--- src/rtl/counter_load_ctrl_pkg.sv ---
// Shared constants and FSM state encoding for the counter load sequencer.
package counter_load_ctrl_pkg;

   localparam int unsigned CNT_W = 4;
   localparam int unsigned LAP_W = 8;

   typedef enum logic [1:0] {
      ST_IDLE  = 2'd0,
      ST_LOAD  = 2'd1,
      ST_RUN   = 2'd2,
      ST_PAUSE = 2'd3
   } state_t;

endpackage

--- src/rtl/counter_load_ctrl_if.sv ---
// Host command / status bundle between a host (master) and the sequencer (slave).
interface counter_load_ctrl_if;
   import counter_load_ctrl_pkg::*;

   logic             start;
   logic             stop;
   logic             pause;
   logic [CNT_W-1:0] start_val;
   logic [CNT_W-1:0] end_val;
   logic [CNT_W-1:0] q;
   logic             busy;
   logic             paused;
   logic             done;
   logic [LAP_W-1:0] laps;

   modport master (
      output start, stop, pause, start_val, end_val,
      input  q, busy, paused, done, laps
   );

   modport slave (
      input  start, stop, pause, start_val, end_val,
      output q, busy, paused, done, laps
   );

endinterface

--- src/rtl/counter_4bit_with_load.sv ---
// 4-bit up-counter with synchronous load; load takes priority over enable.
module counter_4bit_with_load
   import counter_load_ctrl_pkg::*;
(
   input  logic             clk,
   input  logic             rst,
   input  logic             en,
   input  logic             load,
   input  logic [CNT_W-1:0] d,
   output logic [CNT_W-1:0] q
);

   always_ff @(posedge clk) begin
      if (rst)       q <= '0;
      else if (load) q <= d;
      else if (en)   q <= q + CNT_W'(1);
   end

endmodule

--- src/rtl/counter_load_ctrl.sv ---
// Sequencer driving a loadable counter through load/count/terminal with pause and stop.
// Optional feature macro: CTRL_AUTORELOAD_EN (gapless reload at terminal, lap counting).
module counter_load_ctrl
   import counter_load_ctrl_pkg::*;
(
   input  logic              clk,
   input  logic              rst,
   counter_load_ctrl_if.slave bus
);

   state_t           state;
   logic [CNT_W-1:0] start_reg;
   logic [CNT_W-1:0] end_reg;
   logic [CNT_W-1:0] q;
   logic             busy_r;
   logic             paused_r;
   logic             done_r;
   logic             cnt_en_c;
   logic             cnt_load_c;
   logic             terminal_c;

   // Counter control; stop always wins, terminal beats pause.
   always_comb begin
      cnt_en_c   = 1'b0;
      cnt_load_c = 1'b0;
      terminal_c = (state == ST_RUN) && (q == end_reg);
      case (state)
         ST_LOAD: cnt_load_c = !bus.stop;
         ST_RUN: begin
            if (!bus.stop) begin
               if (terminal_c) begin
`ifdef CTRL_AUTORELOAD_EN
                  cnt_load_c = 1'b1;
`endif
               end else if (!bus.pause) begin
                  cnt_en_c = 1'b1;
               end
            end
         end
         default: ;
      endcase
   end

   counter_4bit_with_load u_cnt (
      .clk  (clk),
      .rst  (rst),
      .en   (cnt_en_c),
      .load (cnt_load_c),
      .d    (start_reg),
      .q    (q)
   );

`ifdef CTRL_AUTORELOAD_EN
   logic [LAP_W-1:0] laps_r;

   always_ff @(posedge clk) begin
      if (rst)                                    laps_r <= '0;
      else if (terminal_c && !bus.stop)           laps_r <= laps_r + LAP_W'(1);
   end

   assign bus.laps = laps_r;
`else
   assign bus.laps = '0;
`endif

   always_ff @(posedge clk) begin
      if (rst) begin
         state     <= ST_IDLE;
         start_reg <= '0;
         end_reg   <= '0;
         busy_r    <= 1'b0;
         paused_r  <= 1'b0;
         done_r    <= 1'b0;
      end else begin
         done_r <= 1'b0;
         case (state)
            ST_IDLE: begin
               if (bus.start && !bus.stop) begin
                  start_reg <= bus.start_val;
                  end_reg   <= bus.end_val;
                  state     <= ST_LOAD;
                  busy_r    <= 1'b1;
               end
            end
            ST_LOAD: begin
               if (bus.stop) begin
                  state  <= ST_IDLE;
                  busy_r <= 1'b0;
               end else begin
                  state  <= ST_RUN;
               end
            end
            ST_RUN: begin
               if (bus.stop) begin
                  state  <= ST_IDLE;
                  busy_r <= 1'b0;
               end else if (terminal_c) begin
                  done_r <= 1'b1;
`ifndef CTRL_AUTORELOAD_EN
                  state  <= ST_IDLE;
                  busy_r <= 1'b0;
`endif
               end else if (bus.pause) begin
                  state    <= ST_PAUSE;
                  paused_r <= 1'b1;
               end
            end
            ST_PAUSE: begin
               if (bus.stop) begin
                  state    <= ST_IDLE;
                  busy_r   <= 1'b0;
                  paused_r <= 1'b0;
               end else if (!bus.pause) begin
                  state    <= ST_RUN;
                  paused_r <= 1'b0;
               end
            end
            default: state <= ST_IDLE;
         endcase
      end
   end

   assign bus.q      = q;
   assign bus.busy   = busy_r;
   assign bus.paused = paused_r;
   assign bus.done   = done_r;

endmodule

--- src/flat_wrapper.sv ---
// flat-port wrapper written by rule: the top's interface ports become plain ports
module counter_load_ctrl_flat import counter_load_ctrl_pkg::*;
  (clk, rst, bus_start, bus_stop, bus_pause, bus_start_val, bus_end_val, bus_q, bus_busy, bus_paused, bus_done, bus_laps);
  counter_load_ctrl_if bus_i ();
  input  logic clk;
  input  logic rst;
  input wire logic [$bits(bus_i.start)-1:0] bus_start;
  input wire logic [$bits(bus_i.stop)-1:0] bus_stop;
  input wire logic [$bits(bus_i.pause)-1:0] bus_pause;
  input wire logic [$bits(bus_i.start_val)-1:0] bus_start_val;
  input wire logic [$bits(bus_i.end_val)-1:0] bus_end_val;
  output wire logic [$bits(bus_i.q)-1:0] bus_q;
  output wire logic [$bits(bus_i.busy)-1:0] bus_busy;
  output wire logic [$bits(bus_i.paused)-1:0] bus_paused;
  output wire logic [$bits(bus_i.done)-1:0] bus_done;
  output wire logic [$bits(bus_i.laps)-1:0] bus_laps;
  assign bus_i.start = bus_start;
  assign bus_i.stop = bus_stop;
  assign bus_i.pause = bus_pause;
  assign bus_i.start_val = bus_start_val;
  assign bus_i.end_val = bus_end_val;
  assign bus_q = bus_i.q;
  assign bus_busy = bus_i.busy;
  assign bus_paused = bus_i.paused;
  assign bus_done = bus_i.done;
  assign bus_laps = bus_i.laps;
  counter_load_ctrl u_core (.clk(clk), .rst(rst), .bus(bus_i));
endmodule
--- config.mk ---
export PLATFORM = sky130hd
export DESIGN_NAME = counter_load_ctrl_flat
export DESIGN_NICKNAME = d
export VERILOG_FILES = /design/src/rtl/counter_load_ctrl_pkg.sv /design/src/rtl/counter_load_ctrl_if.sv /design/src/rtl/counter_4bit_with_load.sv /design/src/rtl/counter_load_ctrl.sv /design/src/flat_wrapper.sv
export SDC_FILE = /design/constraint.sdc
export NUM_CORES = 1
export LEC_CHECK = 0
export BUFFER_PORTS_ARGS = -buffer_cell sky130_fd_sc_hd__buf_4
export CAP_MARGIN = 5
export CORE_MARGIN = 2
export CORE_UTILIZATION = 44
export DETAILED_ROUTE_END_ITERATION = 12
export PLACE_DENSITY_LB_ADDON = 0.05
export REMOVE_ABC_BUFFERS = 1
export SETUP_SLACK_MARGIN = 0.2
export SYNTH_ARGS = -nofsm -noshare
export SYNTH_HDL_FRONTEND = slang
export SYNTH_SLANG_ARGS = --single-unit
--- constraint.sdc ---
create_clock -name clk -period 1.55 [get_ports clk]
set_input_delay 0.0775 -clock clk [delete_from_list [all_inputs] [get_ports clk]]
set_output_delay 0.0775 -clock clk [all_outputs]
set_load 0.1 [all_outputs]
==> results.py <==
metrics = {
    "sta": {
        "post-route-period-util": 0.991,
        "hold_viol_final": 0,
        "worst_slack_ns": 0.0143,
        "holdWs_ns": 0.0250,
        "setup_tns_ns": 0,
        "finalSetupViolations": 0,
        "maxSlewViolCount": 0,
        "skew_ns": 0.00704,
        "max_freq_mhz": 651,
        "min_period_ns": 1.54,
        "rsz0062_at_grt": "yes",
    },
    "clock_network": {
        "clock_path_buffers": 2,
        "worstSkewPairLatency_ns": 0.29,
        "cts_buffers": 3,
        "clock-sinks": 17,
        "cts_root_buf": "clkbuf_4",
        "clkTransAtPathRegs_ns": 0.10,
        "cts_tree": "built",
        "cts-htree-levels": 1,
    },
    "pwr": {
        "p_clk_frac": 0.246,
        "p_leak_nw": 0.503,
        "pwr-share-comb": 0.268,
        "seq_power_share": 0.486,
        "finalPower_mw": 0.959,
        "p_per_area_nw_per_um2": 825,
        "p_sw_mw": 0.339,
        "p_int_mw": 0.620,
        "ir_worst_vdd_mv": 0.549,
        "swShare": 0.354,
    },
    "job": {
        "maxCapViolCount": 0,
    },
    "grt": {
        "grt-ovfl-total": 0,
        "grt_pass1_vias": 725,
        "antenna_found_initial": 0,
        "grt_pass1_wl_um": 3170,
        "grt_max_degree": 20,
        "grt.total_usage": 0.172,
    },
    "routing": {
        "routedWlPerCell_um": 11.6,
        "via_per_inst": 4.85,
        "first_pass_iters": 4,
        "dr.first_iter.drc_count": 9,
        "routed_wl_um": 1820,
        "vias": 761,
        "drc_errors": 0,
        "ant_nets": 0,
    },
    "logic_synthesis": {
        "syn_area_sq_um": 890,
        "ys_ff_latch": 17,
        "synthDistinctLibCells": 34,
        "ys_seq_area_frac": 0.383,
        "syn_avg_cell_area_sq_um": 8.55,
        "synthCells": 104,
        "yosysWarnings": 0,
    },
    "hold_path": {
        "holdCritPathClass": "in2reg",
    },
    "floorplanning": {
        "fp.coreArea_sq_um": 1940,
        "pin_count": 28,
        "fp.dieW_um": 49.0,
        "initial_core_util": 0.458,
        "die_y_um": 49.0,
        "dieArea_sq_um": 2400,
        "fp-row-count": 16,
    },
    "critical_path": {
        "cp_max_fo": 5,
        "path_class": "reg2reg",
        "cpPeakStageDelay_ns": 0.53,
        "cp_slowest_cell": "o41ai_4",
        "cp.arrival_ns": 1.72,
        "endpoint_kind": "flop",
        "crit_chain": "xor2_2, o41ai_4, nor2_1, a221o_1",
        "critical_path_required_ns": 1.73,
        "cp-start-kind": "flop",
    },
    "finish": {
        "multi_input_area_sq_um": 526,
        "antenna_cells": 0,
        "final_cells": 157,
        "drive_above_1_share": 0.362,
        "fillers": 184,
        "ff_latch_area_sq_um": 345,
        "layout.nets": 145,
        "syn_to_final_growth_pct": 30.7,
        "fin_area_sq_um": 1160,
        "post-route-util": 0.599,
    },
    "place": {
        "dp_hpwl_um": 1350,
        "place_inst": 151,
        "port_buffers": 19,
        "postPlaceCellArea_sq_um": 1070,
        "gp_congestion": 0.841,
        "dp_worst_setup_slack_ns": -0.0132,
    },
    "run_status": {
        "status": "complete, no violations",
    },
}
-- synthesized netlist by cell type (all sizes together) --
library cell	number	area, sq um
ha	1	12.5
or4	1	11.3
nor4b	2	32.5
mux2i	1	10.0
o211ai	2	15.0
o41ai	1	27.5
o22ai	1	6.26
dfxtp	17	340
nand3	3	15.0
nand2b	2	12.5
xnor2	1	8.76
nor2b	1	6.26
buf	11	75.1
o211a	1	10.0
and3	1	6.26
nor3	2	10.0
a32oi	1	8.76
xor2	4	42.6
a22o	1	8.76
nor3b	2	15.0
a22oi	1	7.51
a31oi	1	6.26
inv	3	11.3
clkbuf	3	11.3
nand2	21	78.8
a21oi	10	50.1
conb	1	3.75
a221o	1	10.0
nor2	4	15.0
a2111oi	1	8.76
nor4	2	12.5
-- power by group through the flow --
stage                     Sequential (mW)  Clock (mW)  Combinational, mW
after floorplan                     0.512           0              0.141
after global placement              0.475           0              0.240
after detailed placement            0.475           0              0.242
after CTS                           0.465       0.248              0.247
after global routing                0.468       0.277              0.273
final                               0.466       0.236              0.257
-- critical path: cells and delay by family (launching register included) --
kind	cells	cell delay (ns)
flip-flops	1	0.35
XOR/XNOR	1	0.19
AND/OR/NAND/NOR	1	0.08
AO/OA/AOI/OAI	2	0.83
-- layer usage --
layer | up-vias | share of wire | global-route usage
li1 | 397 | - | -
met5 | - | 0 | 0
met2 | 15 | 0.46 | 0.242
met1 | 345 | 0.49 | 0.235
met4 | 0 | 0.021 | 0.105
met3 | 4 | 0.031 | 0.0429
-- logic make-up after synthesis --
| logic type | synth area share |
|---|---|
| simple gates | 0.242 |
| flops | 0.383 |
| fa+ha+maj | 0.0141 |
| mux | 0.0113 |
| other cells | 0.00422 |
| xor+xnor | 0.0577 |
| compound gates | 0.179 |
| buf+inv | 0.110 |
-- cells in the final DEF, fill, tap and decap left out, types with 3 or more instances in the layout --
cell type  instances
buf_4             28
dfxtp_2            4
nor2_1             3
a21oi_1            9
inv_1              3
dfxtp_1           13
clkbuf_4           3
nand2_1           21
conb_1             8
-- path summary, 6_finish.rpt --
check / end / cells past startpoint / slack (ns) / start
worst max-delay path: u_core.u_cnt.q[3] / 4 / 0.01 / u_core.end_reg[1]
worst min-delay path: u_core.bus.done / 2 / 0.02 / bus_stop
worst max register to register: u_core.u_cnt.q[3] / 4 / 0.01 / u_core.end_reg[1]
worst min register to register: u_core.end_reg[3] / 2 / 0.47 / u_core.end_reg[3]
-- final cells by class --
| class | instances | area share |
|---|---|---|
| Multi-Input combinational cell | 77 | 0.452 |
| Sequential cell | 17 | 0.297 |
| Timing Repair Buffer | 29 | 0.189 |
| Tap cell | 27 | 0.0291 |
| Clock buffer | 4 | 0.0226 |
| Inverter | 3 | 0.00969 |
-- repair_timing --
| action | in CTS | in global routing |
|---|---|---|
| resized for setup | 6 | 8 |
| endpoints found under the setup margin | 9 | 17 |
| buffers inserted | 1 | 0 |
| pin swaps | 12 | 4 |
| hold buffers | 0 | 1 |
| endpoints found under the hold margin | 0 | 1 |
No activity file was read; power rests on OpenSTA's default activity.
